--- config.mk ---
export PLATFORM = sky130hd
export DESIGN_NAME = crc_code_access_sequencer
export DESIGN_NICKNAME = d
export VERILOG_FILES = /design/src/rtl/crc_code_pkg.sv /design/src/rtl/crc_seq_wait_timer.sv /design/src/rtl/crc_code_access_sequencer.sv
export SDC_FILE = /design/constraint.sdc
export NUM_CORES = 1
export LEC_CHECK = 0
export CAP_MARGIN = 30
export CELL_PAD_IN_SITES_DETAIL_PLACEMENT = 2
export CELL_PAD_IN_SITES_GLOBAL_PLACEMENT = 2
export CORE_ASPECT_RATIO = 1.4
export CORE_MARGIN = 2
export CORE_UTILIZATION = 30
export CTS_CLUSTER_SIZE = 12
export DETAILED_ROUTE_END_ITERATION = 8
export PLACE_DENSITY = 0.78
export SLEW_MARGIN = 40
export SYNTH_ARGS = -nofsm -noshare
export SYNTH_HDL_FRONTEND = slang
export SYNTH_SLANG_ARGS = --single-unit
--- constraint.sdc ---
create_clock -name clk -period 3.25 [get_ports clk]
set_input_delay 0.325 -clock clk [delete_from_list [all_inputs] [get_ports clk]]
set_output_delay 0.325 -clock clk [all_outputs]
set_load 0.005 [all_outputs]
--- src/rtl/crc_code_pkg.sv ---
// Shared definitions for the CRC code access sequencer: bus widths,
// parameter defaults, the sequencer FSM state encoding and a small
// saturating-increment helper used by the optional statistics counters.
package crc_code_pkg;

    localparam int ADDR_W             = 4;
    localparam int DATA_W             = 8;
    localparam int CNT_W              = 8;
    localparam int MAX_RETRY_DEF      = 2;
    localparam int TIMEOUT_CYCLES_DEF = 63;

    typedef enum logic [2:0] {
        IDLE     = 3'd0,
        WR_ISSUE = 3'd1,
        WR_WAIT  = 3'd2,
        RD_ISSUE = 3'd3,
        RD_WAIT  = 3'd4,
        RESP     = 3'd5
    } seq_state_e;

    // Eight-bit counter step that sticks at all-ones instead of wrapping.
    function automatic logic [7:0] sat_inc8(input logic [7:0] value);
        logic [7:0] result;
        if (value != 8'hFF) begin
            result = value + 8'd1;
        end else begin
            result = value;
        end
        return result;
    endfunction

endpackage

--- src/rtl/crc_seq_wait_timer.sv ---
// Saturating wait counter for the sequencer WAIT states. The count is
// cleared while an operation is being issued, advances once per enabled
// cycle and sticks at TIMEOUT_CYCLES; the timeout flag is registered
// alongside the count so it is high exactly when the count sits at the limit.
module crc_seq_wait_timer
    import crc_code_pkg::*;
#(
    parameter int TIMEOUT_CYCLES = TIMEOUT_CYCLES_DEF
) (
    input  logic             clk,
    input  logic             rst,
    input  logic             clear,
    input  logic             enable,
    output logic [CNT_W-1:0] wait_cnt,
    output logic             timeout
);

    localparam logic [CNT_W-1:0] LIMIT = CNT_W'(TIMEOUT_CYCLES);

    logic [CNT_W-1:0] cnt_r;
    logic [CNT_W-1:0] cnt_nxt_s;
    logic             timeout_r;

    // Next count: clear wins, otherwise count up while enabled and below the limit.
    always_comb begin
        cnt_nxt_s = cnt_r;
        if (clear) begin
            cnt_nxt_s = {CNT_W{1'b0}};
        end else if (enable && (cnt_r < LIMIT)) begin
            cnt_nxt_s = cnt_r + CNT_W'(1);
        end else begin
            cnt_nxt_s = cnt_r;
        end
    end

    // Count and timeout flag registers.
    always_ff @(posedge clk or negedge rst) begin
        if (!rst) begin
            cnt_r     <= {CNT_W{1'b0}};
            timeout_r <= 1'b0;
        end else begin
            cnt_r     <= cnt_nxt_s;
            timeout_r <= (cnt_nxt_s == LIMIT);
        end
    end

    assign wait_cnt = cnt_r;
    assign timeout  = timeout_r;

endmodule

--- src/rtl/crc_code_access_sequencer.sv ---
// Host-side sequencer in front of a CRC-protected memory stage. Accepts one
// read or write request at a time, issues a single start pulse to the memory
// stage, waits for completion (with a bounded wait), re-issues failed reads a
// limited number of times and returns one registered response per request.
// Optional build macro: CRC_SEQ_STATS_EN adds error/failure statistics outputs.
module crc_code_access_sequencer
    import crc_code_pkg::*;
#(
    parameter int MAX_RETRY      = MAX_RETRY_DEF,
    parameter int TIMEOUT_CYCLES = TIMEOUT_CYCLES_DEF
) (
    input  logic              clk,
    input  logic              rst,
    input  logic              req_valid,
    output logic              req_ready,
    input  logic              req_write,
    input  logic [ADDR_W-1:0] req_addr,
    input  logic [DATA_W-1:0] req_wdata,
    output logic              rsp_valid,
    input  logic              rsp_ready,
    output logic [DATA_W-1:0] rsp_data,
    output logic              rsp_error,
    output logic              rsp_timeout,
    output logic [1:0]        rsp_retries,
    output logic              mem_write,
    output logic              mem_read,
    output logic [ADDR_W-1:0] mem_addr,
    output logic [DATA_W-1:0] mem_data_in,
    input  logic              mem_write_busy,
    input  logic              mem_read_busy,
    input  logic              mem_data_valid,
    input  logic              mem_error_detected,
    input  logic              mem_completed,
    input  logic [DATA_W-1:0] mem_data_out
`ifdef CRC_SEQ_STATS_EN
    ,
    output logic [7:0]        stat_err_cnt,
    output logic [7:0]        stat_fail_cnt
`endif
);

    localparam logic [1:0] RETRY_LIM = 2'(MAX_RETRY);

    seq_state_e        state_r;
    seq_state_e        state_nxt_s;

    logic              req_ready_r;
    logic              mem_write_r;
    logic              mem_read_r;
    logic [ADDR_W-1:0] mem_addr_r;
    logic [DATA_W-1:0] mem_data_in_r;
    logic              rsp_valid_r;
    logic [DATA_W-1:0] rsp_data_r;
    logic              rsp_error_r;
    logic              rsp_timeout_r;
    logic [1:0]        rsp_retries_r;
    logic [1:0]        retry_cnt_r;

    logic              accept_s;
    logic              retry_s;
    logic              wr_done_s;
    logic              rd_done_s;
    logic              to_s;
    logic              rsp_done_s;
    logic              status_live_s;

    logic [CNT_W-1:0]  wait_cnt_s;
    logic              wait_to_s;
    logic              timer_clear_s;
    logic              timer_en_s;
    logic              unused_s;

    // The read-busy status carries no information the completion strobe lacks.
    assign unused_s = mem_read_busy;

    // Memory status is trusted only after the guard cycle following the pulse.
    assign status_live_s = (wait_cnt_s != {CNT_W{1'b0}});
    assign timer_clear_s = (state_r == WR_ISSUE) || (state_r == RD_ISSUE);
    assign timer_en_s    = (state_r == WR_WAIT) || (state_r == RD_WAIT);

    crc_seq_wait_timer #(
        .TIMEOUT_CYCLES(TIMEOUT_CYCLES)
    ) u_wait_timer (
        .clk     (clk),
        .rst     (rst),
        .clear   (timer_clear_s),
        .enable  (timer_en_s),
        .wait_cnt(wait_cnt_s),
        .timeout (wait_to_s)
    );

    // FSM state register.
    always_ff @(posedge clk or negedge rst) begin
        if (!rst) begin
            state_r <= IDLE;
        end else begin
            state_r <= state_nxt_s;
        end
    end

    // Next-state decode and per-cycle event strobes for the datapath.
    always_comb begin
        state_nxt_s = state_r;
        accept_s    = 1'b0;
        retry_s     = 1'b0;
        wr_done_s   = 1'b0;
        rd_done_s   = 1'b0;
        to_s        = 1'b0;
        rsp_done_s  = 1'b0;
        case (state_r)
            IDLE: begin
                if (req_valid && req_ready_r) begin
                    accept_s    = 1'b1;
                    state_nxt_s = req_write ? WR_ISSUE : RD_ISSUE;
                end else begin
                    state_nxt_s = IDLE;
                end
            end
            WR_ISSUE: begin
                state_nxt_s = WR_WAIT;
            end
            WR_WAIT: begin
                if (status_live_s && !mem_write_busy) begin
                    wr_done_s   = 1'b1;
                    state_nxt_s = RESP;
                end else if (wait_to_s) begin
                    to_s        = 1'b1;
                    state_nxt_s = RESP;
                end else begin
                    state_nxt_s = WR_WAIT;
                end
            end
            RD_ISSUE: begin
                state_nxt_s = RD_WAIT;
            end
            RD_WAIT: begin
                if (status_live_s && mem_completed) begin
                    if (mem_error_detected && (retry_cnt_r < RETRY_LIM)) begin
                        retry_s     = 1'b1;
                        state_nxt_s = RD_ISSUE;
                    end else begin
                        rd_done_s   = 1'b1;
                        state_nxt_s = RESP;
                    end
                end else if (wait_to_s) begin
                    to_s        = 1'b1;
                    state_nxt_s = RESP;
                end else begin
                    state_nxt_s = RD_WAIT;
                end
            end
            RESP: begin
                if (rsp_ready) begin
                    rsp_done_s  = 1'b1;
                    state_nxt_s = IDLE;
                end else begin
                    state_nxt_s = RESP;
                end
            end
            default: begin
                state_nxt_s = IDLE;
            end
        endcase
    end

    // Handshake and start-pulse outputs, registered from the next state.
    always_ff @(posedge clk or negedge rst) begin
        if (!rst) begin
            req_ready_r <= 1'b0;
            mem_write_r <= 1'b0;
            mem_read_r  <= 1'b0;
            rsp_valid_r <= 1'b0;
        end else begin
            req_ready_r <= (state_nxt_s == IDLE);
            mem_write_r <= (state_nxt_s == WR_ISSUE);
            mem_read_r  <= (state_nxt_s == RD_ISSUE);
            rsp_valid_r <= (state_nxt_s == RESP);
        end
    end

    // Request capture and read retry counter.
    always_ff @(posedge clk or negedge rst) begin
        if (!rst) begin
            mem_addr_r    <= {ADDR_W{1'b0}};
            mem_data_in_r <= {DATA_W{1'b0}};
            retry_cnt_r   <= 2'd0;
        end else begin
            if (accept_s) begin
                mem_addr_r    <= req_addr;
                mem_data_in_r <= req_wdata;
            end
            if (accept_s || rsp_done_s) begin
                retry_cnt_r <= 2'd0;
            end else if (retry_s) begin
                retry_cnt_r <= retry_cnt_r + 2'd1;
            end
        end
    end

    // Response payload, latched on entry to RESP and held until accepted.
    always_ff @(posedge clk or negedge rst) begin
        if (!rst) begin
            rsp_data_r    <= {DATA_W{1'b0}};
            rsp_error_r   <= 1'b0;
            rsp_timeout_r <= 1'b0;
            rsp_retries_r <= 2'd0;
        end else if (rd_done_s) begin
            rsp_data_r    <= mem_data_out;
            rsp_error_r   <= mem_error_detected || !mem_data_valid;
            rsp_timeout_r <= 1'b0;
            rsp_retries_r <= retry_cnt_r;
        end else if (wr_done_s || to_s) begin
            rsp_data_r    <= {DATA_W{1'b0}};
            rsp_error_r   <= 1'b0;
            rsp_timeout_r <= to_s;
            rsp_retries_r <= retry_cnt_r;
        end else if (rsp_done_s) begin
            rsp_data_r    <= {DATA_W{1'b0}};
            rsp_error_r   <= 1'b0;
            rsp_timeout_r <= 1'b0;
            rsp_retries_r <= 2'd0;
        end
    end

`ifdef CRC_SEQ_STATS_EN
    logic [7:0] stat_err_cnt_r;
    logic [7:0] stat_fail_cnt_r;
    logic       rd_err_s;
    logic       fail_s;

    // Every accepted read completion flagged by the CRC stage, retried or not.
    assign rd_err_s = (state_r == RD_WAIT) && status_live_s && mem_completed
                      && mem_error_detected;
    // Every response that reports an error or a timeout.
    assign fail_s   = to_s || (rd_done_s && (mem_error_detected || !mem_data_valid));

    // Saturating statistics counters.
    always_ff @(posedge clk or negedge rst) begin
        if (!rst) begin
            stat_err_cnt_r  <= 8'd0;
            stat_fail_cnt_r <= 8'd0;
        end else begin
            if (rd_err_s) begin
                stat_err_cnt_r <= sat_inc8(stat_err_cnt_r);
            end
            if (fail_s) begin
                stat_fail_cnt_r <= sat_inc8(stat_fail_cnt_r);
            end
        end
    end

    assign stat_err_cnt  = stat_err_cnt_r;
    assign stat_fail_cnt = stat_fail_cnt_r;
`endif

    assign req_ready   = req_ready_r;
    assign mem_write   = mem_write_r;
    assign mem_read    = mem_read_r;
    assign mem_addr    = mem_addr_r;
    assign mem_data_in = mem_data_in_r;
    assign rsp_valid   = rsp_valid_r;
    assign rsp_data    = rsp_data_r;
    assign rsp_error   = rsp_error_r;
    assign rsp_timeout = rsp_timeout_r;
    assign rsp_retries = rsp_retries_r;

endmodule
==> key figures <==
Routing
  • Initial DRC count: 43
  • DR pass1 iterations: 4
  • Vias after detailed routing: 1514
  • Antenna viol nets, final: 0
  • Remaining DRCs: 0
  • WL final: between 5000 and 6000 um
  • Vias per inst: about 5.1
  • Wire length per cell: ~17 um

Floorplanning
  • Row Count: 35
  • I/O Pins: 58
  • Initial Utilization: 0.305
  • Die Wd: about 73 um
  • Core area: roughly 6500 um2
  • Chip height: between 100 and 150 um
  • Total die area: roughly 7300 um2

Clock network
  • Clock edge transition at the registers on the reported setup and hold paths: roughly 0.080 ns
  • CTS buffer count: 5
  • Clock sinks: between 40 and 50
  • Postcts setup bufs: 0
  • H-Tree Level Count: 2
  • Cts-stage hold buffer count: 0
  • Cts repair resizes: 0
  • Clock Tree Buf Depth: 2
  • Root Driver: clkbuf_8
  • Clk_lat worst skew: approximately 0.3 ns
  • CTS tree: yes

Logic synthesis
  • Cell count after synthesis: about 160
  • Seq cells post-synth: 42
  • Async SR Flop Fraction: 1.00
  • Netlist cell types: 45
  • Ys Warns: 0
  • Synth Cell Area: 1990 um2
  • Sequential cell area fraction in the yosys report: 0.528
  • Syn Nets: approximately 190
  • Post-synth top flop: dfrtp_1
  • EDFF count, synth: 0
  • Mean Syn Cell Area: roughly 12 um2

Power and ir drop
  • Sw Ratio: 0.315
  • Comb pwr share: 0.407
  • P_leak: between 1 and 1.5 nW
  • Psw: 0.000717 W
  • Clk network pwr share: 0.219
  • Power per cell area: roughly 830 nW/um2
  • Peak VDD IR: around 340 uV
  • Power Total: about 0.0023 W
  • Internal power: 0.00156 W
  • Sequential share of power: 0.373

Critical path
  • Kind of critical path: register to register
  • Slowest stage delay, CP: roughly 0.57 ns
  • Worst path cell trace: inv_1 > ha_1 > a31oi_2 > buf_4 > nor3b_4 > nor4_4 > a22o_1
  • WP depth: 7
  • Crit path capture type: register
  • R2r startpoint: u_wait_timer.wait_cnt[0]
  • CP Buf/Inv Count: 2
  • WP data required: about 3.4 ns
  • Crit path DAT: around 2.4 ns
  • Crit start category: register
  • Crit Path Max Fanout: 11
  • Reg2Reg Depth: 7
  • Delay-heaviest family, CP: simple AND/OR/NAND/NOR gates
  • Critical path's slowest cell: nor3b_4
  • CP Launch Point: u_wait_timer.wait_cnt[0]

Global route
  • Tot GR Track Use: 0.152
  • Vias in the first global route: 1646
  • Gr ovfl total: 0
  • First-pass GRT wire length: between 8000 and 9000 um
  • Pin count of the biggest net entering global routing: 43
  • Initial antenna violation count: 0

Timing
  • Fmax: 457 MHz
  • Final Max Slew Viols: 0
  • Setup TNS: 0 ns
  • Final setup viols: 0
  • Min cycle time layout: around 2.2 ns
  • Min Hold Slack: about 0.013 ns
  • Setup Skew: between 0.008 and 0.009 ns
  • Final hold viol count: 0
  • Max-Slew Margin vs Limit: 0.499
  • Worst-Margin Slew: about 0.75 ns
  • RSZ-0062 raised after global routing: no
  • Tcrit/Tclk final: 0.673

Outcome
  • Outcome: finished clean

Place
  • GP Congestion: 0.849
  • Final HPWL DP: approximately 3800 um
  • # port buffers: 56
  • # placed instances: ~290

Finish
  • Post-layout util: 0.420
  • Finished Layout Cells: approximately 300
  • Fin nets: ~250
  • # fillers: slightly below 700
  • Antenna Diode Count: 0
  • Fraction of layout cells with a size suffix above 1: 0.163
  • Area Growth Syn to Fin: 37.6%

Worst hold path
  • Worst min-delay path class: input port to async pin

Run
  • Max cap viols: 0
-- synth_stat cells, drive strengths merged, types with 3 or more instances --
cell type   n  area (um2)
dfrtp      42        1050
mux2       14         165
a22o       10        87.6
nand2       9        33.8
nor3        9        67.6
inv         8        30.0
a21oi       5        25.0
buf         5        33.8
nand3       5        25.0
nor2        5        18.8
nor2b       4        25.0
nor4        4        55.1
a31oi       3        25.0
a41oi       3        26.3
mux2i       3        30.0
xnor2       3        26.3
-- power groups by stage --
stage               Clock (W)  Combinational [W]  Sequential (W)
floorplan                   0           0.000541        0.000820
global placement            0           0.000921        0.000847
detailed placement          0           0.000942        0.000860
CTS                  0.000515           0.000948        0.000852
global route         0.000537            0.00103        0.000882
finish               0.000498           0.000926        0.000849
-- layout make-up --
class	count	area, um2	area share
Clock buffer	5	68.8	0.0251
Clock inverter	3	68.8	0.0251
Inverter	8	30.0	0.0110
Multi-Input combinational cell	106	863	0.315
Sequential cell	42	1050	0.384
Tap cell	74	92.6	0.0338
Timing Repair Buffer	57	566	0.206
-- worst paths after layout --
kind | end | slack, ns
min | u_wait_timer.wait_cnt[6] | 0.01
max in group asynchronous | rsp_data[0] | 2.86
max | rsp_error | 1.06
max reg2reg | rsp_error | 1.06
min in group clk | rsp_data[3] | 0.50
min reg2reg | rsp_data[3] | 0.50
-- worst register-to-register path: cells and delay by family, from the launching register on --
kind	cells	cell delay (ns)
AND/OR/NAND/NOR	2	0.76
flip-flops	1	0.41
AO/OA/AOI/OAI	2	0.40
buffers and inverters	2	0.29
adder cells (fa/ha/maj)	1	0.23
-- per-layer routing --
layer / wire length, um / share of wire / GRT usage
met5: 0 / 0 / 0
met1: 1920 / 0.38 / 0.167
met4: 69 / 0.014 / 0.0470
met2: 2840 / 0.56 / 0.284
met3: 230 / 0.045 / 0.0321
-- placed cells by master, fill, tap and decap left out, types with 3 or more instances in the layout --
cell	instances
clkdlybuf4s50_1	55
dfrtp_1	42
mux2_2	12
a22o_1	10
nand2_1	9
inv_1	8
nor3_1	7
nor2_1	5
nand3_1	5
a21oi_1	5
clkbuf_8	5
nor2b_1	4
xnor2_1	3
a41oi_1	3
mux2i_1	3
-- flip-flops by register name (all words and copies together), names as in the netlist, 2 cells and up --
register               cells
rsp_retries                2
state_r                    3
rsp_data                   8
mem_data_in                8
mem_addr                   4
retry_cnt_r                2
u_wait_timer.wait_cnt      8
-- metrics by stage --
| stage | cell area [um2] | setup WS, ns |
|---|---|---|
| floorplan | 1990 | 1.33 |
| global placement | 2600 | 0.976 |
| detailed placement | 2600 | 0.937 |
| CTS | 2740 | 1.02 |
| global route | 2740 | 0.892 |
| finish | 2740 | 1.06 |
-- kinds of logic after synthesis --
kind of cell / share of synthesized area
mux: 0.0980
compound gates: 0.131
fa+ha+maj: 0.0126
simple gates: 0.166
xor+xnor: 0.0258
buf+inv: 0.0389
flops: 0.528
(Power assumes the default switching activity.)
